File: config.mk
export PLATFORM = sky130hd
export DESIGN_NAME = fact_ctrl
export DESIGN_NICKNAME = d
export VERILOG_FILES = /design/src/rtl/fact_ctrl.sv
export SDC_FILE = /design/constraint.sdc
export NUM_CORES = 1
export LEC_CHECK = 0
export ABC_AREA = 1
export CELL_PAD_IN_SITES_DETAIL_PLACEMENT = 1
export CELL_PAD_IN_SITES_GLOBAL_PLACEMENT = 2
export CORE_UTILIZATION = 25
export DETAILED_ROUTE_END_ITERATION = 10
export PLACE_DENSITY_LB_ADDON = 0.1
export SYNTH_ARGS = -nofsm -noshare
export SYNTH_HDL_FRONTEND = slang
export SYNTH_SLANG_ARGS = --single-unit
File: constraint.sdc
create_clock -name clk -period 2.5 [get_ports clk]
set_clock_uncertainty 0.05 [all_clocks]
set_input_delay 0.5 -clock clk [delete_from_list [all_inputs] [get_ports clk]]
set_output_delay 0.5 -clock clk [all_outputs]
set_load 0.05 [all_outputs]
File: src/rtl/fact_ctrl.sv
// Sequencing stage for the factorial unit: runs the count-down multiply loop against
// an external combinational multiplier and presents n!, done and err over a 4-phase go/done handshake.
module fact_ctrl #(
  parameter int DATA_W = 32,
  parameter int N_W    = 4,
  parameter int MAX_N  = 12
) (
  input  logic              clk,
  input  logic              rst,
  input  logic              go,
  input  logic [N_W-1:0]    n,
  input  logic [DATA_W-1:0] mul_prod,
  output logic [N_W-1:0]    mul_count,
  output logic [DATA_W-1:0] mul_reg,
  output logic              busy,
  output logic              done,
  output logic              err,
  output logic [DATA_W-1:0] result
);

  localparam logic [N_W-1:0] MAX_N_V = N_W'(MAX_N);
  localparam logic [N_W-1:0] ONE_N   = N_W'(1);

  typedef enum logic [1:0] {
    IDLE = 2'b00,
    MULT = 2'b01,
    DONE = 2'b10
  } state_t;

  state_t              state;
  state_t              state_next;
  logic [N_W-1:0]      cnt;
  logic [DATA_W-1:0]   prod;

  // State register
  // NOTE: sequential state uses non-blocking assignments so every register samples pre-edge values.
  always_ff @(posedge clk) begin
    if (rst) begin
      state <= IDLE;
    end else begin
      state <= state_next;
    end
  end

  // Next-state logic
  // NOTE: state_next gets a default before the case so no path leaves it unassigned (no latch).
  always_comb begin
    state_next = state;
    unique case (state)
      IDLE: begin
        if (go) begin
          if (n > MAX_N_V || n == '0) state_next = DONE;
          else                        state_next = MULT;
        end
      end
      MULT: begin
        // cnt==0 cannot occur in MULT; treating it as the last step keeps the loop bounded.
        if (cnt <= ONE_N) state_next = DONE;
      end
      DONE: begin
        if (!go) state_next = IDLE;
      end
      default: state_next = IDLE;
    endcase
  end

  // Handshake outputs are pure state decodes, so go and n never reach them combinationally.
  always_comb begin
    busy = (state == MULT);
    done = (state == DONE);
  end

  // Datapath: operand capture, running product, count-down and result/err registers.
  always_ff @(posedge clk) begin
    if (rst) begin
      cnt    <= '0;
      prod   <= '0;
      result <= '0;
      err    <= 1'b0;
    end else begin
      unique case (state)
        IDLE: begin
          if (go) begin
            err <= 1'b0;
            if (n > MAX_N_V) begin
              err    <= 1'b1;
              result <= '0;
            end else if (n == '0) begin
              result <= DATA_W'(1);
            end else begin
              cnt  <= n;
              prod <= DATA_W'(1);
            end
          end
        end
        MULT: begin
          prod <= mul_prod;
          if (cnt > ONE_N) cnt    <= cnt - ONE_N;
          else             result <= mul_prod;
        end
        default: ;
      endcase
    end
  end

  assign mul_count = cnt;
  assign mul_reg   = prod;

endmodule

### After elaboration in Yosys (flattened, before gate mapping)

Cells that the tools add are included.

* latch bits: 0
* output and inout bits: 71
* memories kept: 0
* bits in registers: 71
* input bits: 39
* memory bits (read-only): 0
* bits in writable memories: 0

* div/mod/pow operators: 0
* shift operators: 0
* muxes and demuxes: 20
* multipliers: 0
* equality and inequality tests: 10
* $lt $le $gt $ge: 3
* bitwise logic cells: 0
* reduce and logical (&&, ||, !) cells: 9
* add/sub/neg operators: 1

Operator list (number)
* 32-bit two-way mux: 7
* 32-bit case mux with 2 select lines: 2
* 4-bit two-way mux: 4
* 2-bit inequality test, second input constant: 5
* 2-bit two-way mux: 4
* 4-bit case mux with 2 select lines: 1
* 4-bit AND reduction: 2
* 2-bit case mux with 3 select lines: 1
* 5-bit AND reduction: 1
* 4-bit by 1-bit > comparator with 1-bit output, second input constant: 1
* 4-bit > comparator, second input constant: 1
* 4-bit by 1-bit less-or-equal comparator with 1-bit output, second input constant: 1
* 4-bit logical NOT: 1
* 2-bit by 1-bit inequality test with 1-bit output, second input constant: 2
* 4-bit by 1-bit subtractor with 4-bit output, second input constant: 1
* 3-bit inequality test, second input constant: 1
* 3-bit AND reduction: 1
* 2-bit by 1-bit == test with 1-bit output, second input constant: 1
* 2-bit == test, second input constant: 1
* 2-bit logical NOT: 1
* 2-bit AND reduction: 1
* 2-bit nonzero test: 1
* 1-bit logical OR: 1
* 1-bit two-way mux: 1

### Logic depth before layout (Yosys ltp)

Gate-level depths: netlist of run 1.

* depth in word-level cells: 5
* gate-level depth with buffers: 11

### Least setup slack after synthesis of run 1

No wires, ideal clock.

* path kind: reg-to-reg
* from: register cnt[0] (netlist: mul_count[0])
* to: register result[12]
* cell stages (with the launch flop): 12
* path buffers: 1
* setup time: 0.113 ns
* required time: 2.337 ns
* setup slack: 0.599 ns
* arrival: 1.738 ns
* path through: dfxtp_1 > inv_1 > ha_1 > inv_1 > nand2_1 > nand2_1 > a21oi_4 > nand2_4 > inv_6 > buf_6 > nor2_1 > nor2_1

* word-level cells in the longest chain between the ends: 3

RTL lines
* start, declared: RTL line 32 `logic [N_W-1:0] cnt;`
* start signal, assigned: RTL line 91 `cnt <= n;`
* start signal, assigned: RTL line 98 `if (cnt > ONE_N) cnt <= cnt - ONE_N;`
* 4-bit by 1-bit > comparator with 1-bit output: RTL line 98
* 2-bit inequality test (no source line)
* 4-bit AND reduction (no source line)
* end signal, assigned: RTL line 99 `else result <= mul_prod;`
* end, declared: RTL line 18 `output logic [DATA_W-1:0] result`

Every way passes these cells.
A chain may end at the register's enable or synchronous reset.

### Worst setup path after layout of run 1

* from: register state[1]
* to: output done

* word-level cells in the longest chain between the ends: 1

RTL lines
* start, declared: RTL line 30 `state_t state;`
* start signal, assigned: RTL line 41 `state <= state_next;`
* 2-bit == test: RTL line 70 `done = (state == DONE);`
* end, declared: RTL line 16 `output logic done,`

Every way passes these cells.

==> impl_metrics.ini, run 1 <==
[synthesis]
yosysUniqueCellTypes = 24
synth_nets = 450
ys_ff_latch = 71
syn_avg_cell_area_um2 = 7.18
yosysSeqAreaShare_pct = 48.4
synth_top_cells_by_area = dfxtp_1 (48%), nand2_1 (17%), a21oi_1 (8.4%)
yosys.area.top_type_share_pct = 48.4
synth_cells = 409
ys_warn_count = 0
yosys.area.top_type = dfxtp_1
syn_area_mm2 = 0.00294

[worst_setup_path]
required_ns = 1.95
worstSetupStartpointType = flop
reg2reg_from = state[0]
arrival_ns = 1.71
reg2reg_to = result[23]
path_class = reg -> out
end_kind = output pin
reg2reg_slack_ns = 0.68
ff2ff_path_depth = 7
crit_end = done
worstSetupStartpoint = state[1]
cp_max_fo = 3

[run_status]
status = complete, no violations

[floorplan]
start_util_pct = 25.7
die_w_um = 110
die-height_um = 110
rows = 39
io_pins = 110
core_mm2 = 0.0114
die_area_mm2 = 0.0122

[routing]
dr.pass1.iters = 4
route.layer.met1.wl_mm = 4.30
highest_layer = met4
wirelength_mm = 9.29
drc = 0
drtIter0Drc = 89
num_vias = 2892
dr_wl_met2_mm = 4.26
antenna_left = 0
vias_per_cell = 4.38
wire_per_inst_um = 14.0
wl_met3_um = 581

[placed_design]
place.gp.congestion = 0.730
portBuffers = 109
post_dp_cell_area_mm2 = 0.00410
dp_hpwl_mm = 6.37

[cells_and_area]
fin_util_pct = 38.6
area_growth_pct = 50.3
design_area_mm2 = 0.00441
final_cell_mix = nand2_1 (136), clkdlybuf4s50_1 (107), dfxtp_1 (71)
fin_nets = 554
layout_commonest_cell = nand2_1
register_area_mm2 = 0.00142
drive_gt1_share_pct = 6.37
multi_input_area_mm2 = 0.00124
fill_cells = 1413
diodes = 0

[job]
maxCapViolations = 0

[cts]
worst_skew_pair.late_latency_ns = 0.33
path_clk_slew_ns = 0.05
numCtsBuffers = 9
cts_sinks = 71
postCtsHoldBufs = 0
tritoncts = yes
htreeDepth = 3
cts_setup_buffers = 0
cts_root_buffer = clkbuf_16
cts_max_path_buffers = 2
ctsResizeCount = 0

[sta]
worstMarginPinSlew_ns = 0.696
fmax_mhz = 442
hold_violations = 0
slew_violations = 0
min_period_ns = 2.26
finalSetupTns_ns = 0
fin_crit_sh_pct = 90.6
rsz0062_at_grt = false
final-setup-viol-count = 0
slew_headroom_pct = 53.5

[power]
max-vdd-ir-drop_v = 0.000348
p_leak_nw = 1.82
power_density_mw_per_mm2 = 946

[grt]
grtUsageTotal_pct = 16.4
grt_overflow = 0
first_global_vias = 2966
grt_pass1_wl_mm = 14.9
antenna_found_initial = 0
grt_max_degree = 38

[min_path]
hold_class = reg -> reg
==> layer usage <==
layer / track usage (%) / up-vias
met3: 4.41 / 12
met5: 0 / -
li1: - / 1487
met4: 7.24 / 0
met1: 21.3 / 1323
met2: 25.2 / 70
==> per-stage QoR <==
step / setup slack [ns] / instances / hold slack, ns / power (W)
after floorplan: 0.599 / 409 / 0.564 / 0.00243
final: 0.236 / 661 / 0.399 / 0.00417
after CTS: 0.207 / 661 / 0.399 / 0.00426
after detailed placement: 0.336 / 645 / 0.390 / 0.00291
after global routing: 0.136 / 661 / 0.436 / 0.00443
after global placement: 0.389 / 645 / 0.396 / 0.00289
==> how the worst min path moves through the flow <==
stage / start / to / cells after the start
after CTS: mul_reg[0] / mul_reg[0] / 2
after floorplan: state[1] / err / 3
after global placement: mul_reg[0] / mul_reg[0] / 2
after detailed placement: mul_reg[0] / mul_reg[0] / 2
final: mul_reg[0] / mul_reg[0] / 2
after global routing: mul_reg[30] / mul_reg[30] / 2
==> cells by family (layout without fill, tap and decap cells) <==
| family | Yosys count | count (layout) | synth area share, % |
|---|---|---|---|
| DFF | 71 | 71 | 48.4 |
| adders and majority gates | 2 | 2 | 0.852 |
| AOI/OAI and AO/OA | 55 | 55 | 10.0 |
| and+or+nand+nor | 230 | 230 | 31.5 |
| buffers and inverters | 51 | 160 | 9.25 |
==> power by group <==
| part | internal [W] | switching, W |
|---|---|---|
| Clock | 0.000850 | 0.000461 |
| Combinational | 0.000485 | 0.00101 |
| Sequential | 0.00128 | 0.0000888 |
==> Yosys cell counts, drive strengths merged <==
cell / number
or2: 1
inv: 29
clkbuf: 4
buf: 18
ha: 2
nand2: 139
nor2: 63
nand3: 24
o21ai: 4
a311oi: 1
a21oi: 50
nand3b: 2
dfxtp: 71
nand4: 1
==> area by class of cell <==
type / instances / share of cell area (%)
multi-input cells: 287 / 28.2
clock buffers: 13 / 6.13
clock inverters: 3 / 0.908
repair buffers: 115 / 25.9
inverters: 29 / 2.64
flip-flops and latches: 71 / 32.2
well taps: 143 / 4.06
==> worst max-delay path: stages (launching register included) <==
cell,delay [ns]
dfxtp_1,0.34
inv_2,0.07
nor2_1,0.13
clkdlybuf4s50_1,0.85
(Power assumes the default switching activity.)
==> inputs of run 2 (changes only) <==
--- a/config.mk
+++ b/config.mk
@@ -9,6 +9,7 @@
 export CELL_PAD_IN_SITES_DETAIL_PLACEMENT = 1
 export CELL_PAD_IN_SITES_GLOBAL_PLACEMENT = 2
 export CORE_UTILIZATION = 25
+export CTS_BUF_LIST = sky130_fd_sc_hd__clkbuf_16
 export DETAILED_ROUTE_END_ITERATION = 10
 export PLACE_DENSITY_LB_ADDON = 0.1
 export SYNTH_ARGS = -nofsm -noshare
==> run 2 against run 1 <==
Cell area decreased by 0.68%. Sequential share of layout area increased by 0.22 points. Worst hold slack improved by 0.00073 ns. Highest routed layer unchanged. Critical path depth decreased by 1. Non-clock buffer count unchanged. Largest cell class unchanged. Global-route usage decreased by 0.12 points.
==> impl_metrics.ini, run 2 (synthesized netlist as in run 1, its figures left out) <==
[sta]
min_period_ns = 2.26
finalSetupTns_ns = 0
slew_violations = 0
hold_violations = 0
rsz0062_at_grt = false
final-setup-viol-count = 0
worstMarginPinSlew_ns = 0.686
slew_headroom_pct = 54.2
holdWs_ns = 0.400
fin_crit_sh_pct = 90.5
fmax_mhz = 442

[worst_setup_path]
path_cells = nor2_1 -> clkdlybuf4s50_1
slowest_stage = clkdlybuf4s50_1
worstSetupStartpointType = flop
path_class = reg -> out
end_kind = output pin
arrival_ns = 1.71
path_buf_inv = 1
required_ns = 1.95
cp_max_fo = 5
cp_top_family = buffers and inverters
slowest_delay_ns = 0.85
reg2reg_from = state[0]
worstSetupStartpoint = state[0]

[routing]
wire_per_inst_um = 14.0
vias_per_cell = 4.38
wirelength_mm = 9.26
drc = 0
antenna_left = 0
dr.pass1.iters = 4
drtIter0Drc = 83
num_vias = 2895

[cts]
postCtsHoldBufs = 0
worst_skew_pair.late_latency_ns = 0.33
cts_setup_buffers = 0
tritoncts = yes
cts_sinks = 71
cts_root_buffer = clkbuf_16
ctsResizeCount = 0
htreeDepth = 3
cts_max_path_buffers = 2
numCtsBuffers = 9
path_clk_slew_ns = 0.05

[floorplan]
start_util_pct = 25.7
core_mm2 = 0.0114
rows = 39
die_area_mm2 = 0.0122
die-height_um = 110
io_pins = 110
die_w_um = 110

[job]
maxCapViolations = 0

[grt]
first_global_vias = 2937
grt_overflow = 0
antenna_found_initial = 0
grt_pass1_wl_mm = 14.8
grt_max_degree = 38
grtUsageTotal_pct = 16.2

[power]
p_total_w = 0.00407
max-vdd-ir-drop_v = 0.000348
power_density_mw_per_mm2 = 930
p_leak_nw = 1.80

[cells_and_area]
fin_nets = 554
layout_commonest_cell = nand2_1
final_cell_mix = nand2_1 (136), clkdlybuf4s50_1 (107), dfxtp_1 (71)
diodes = 0
area_growth_pct = 49.2
drive_gt1_share_pct = 5.79
fin_cells = 661

[run_status]
status = complete, no violations

[placed_design]
place.gp.congestion = 0.730
portBuffers = 109
post-place-cells = 645
dp_hpwl_mm = 6.37

[min_path]
hold_path.startpoint = mul_reg[0]
hold_class = reg -> reg
## run 2: cell types whose count changed in the layout (fill, tap and decap cells not counted), sizes merged
cell	change
clkinv	+3
clkbuf	-4
inv	+1
## run 2: worst min-delay path: cells and delay by family, from the launching register on
family | cells | cell delay [ns]
flops | 1 | 0.31
compound gates | 1 | 0.05
buf+inv | 1 | 0.05
## run 2: path summary, 6_finish.rpt
| check | endpoint | slack [ns] | cells after the start |
|---|---|---|---|
| min | mul_reg[0] | 0.40 | 2 |
| max | done | 0.24 | 2 |
| max reg2reg | result[27] | 0.67 | 7 |
| min reg2reg | mul_reg[0] | 0.40 | 2 |
## run 2: per-stage QoR
step | util, % | instance area, um^2 | worst slack (ns)
after CTS | 38.4 | 4380 | 0.207
after global routing | 38.4 | 4380 | 0.136
final | 38.4 | 4380 | 0.236
after floorplan | - | 2940 | 0.599
after detailed placement | 35.9 | 4100 | 0.336
after global placement | 35.9 | 4100 | 0.389
## run 2: final cells by class
cell class / instances / area, um^2
Clock buffer: 9 / 225
Clock inverter: 7 / 55.1
Fill cell: 1418 / 7040
Inverter: 29 / 116
Multi-Input combinational cell: 287 / 1240
Sequential cell: 71 / 1420
Tap cell: 143 / 179
Timing Repair Buffer: 115 / 1140
## run 2: per-layer routing
layer  share of wire, %  track usage, %
met1                 47            21.4
met2                 45            24.7
met3                6.5            4.41
met4                1.7            7.24
met5                  0               0
## run 2: power by group
part / total, W / internal (W) / switching (W)
combinational: 0.00149 / 0.000485 / 0.00101
clock: 0.00121 / 0.000754 / 0.000457
sequential: 0.00137 / 0.00128 / 0.0000882
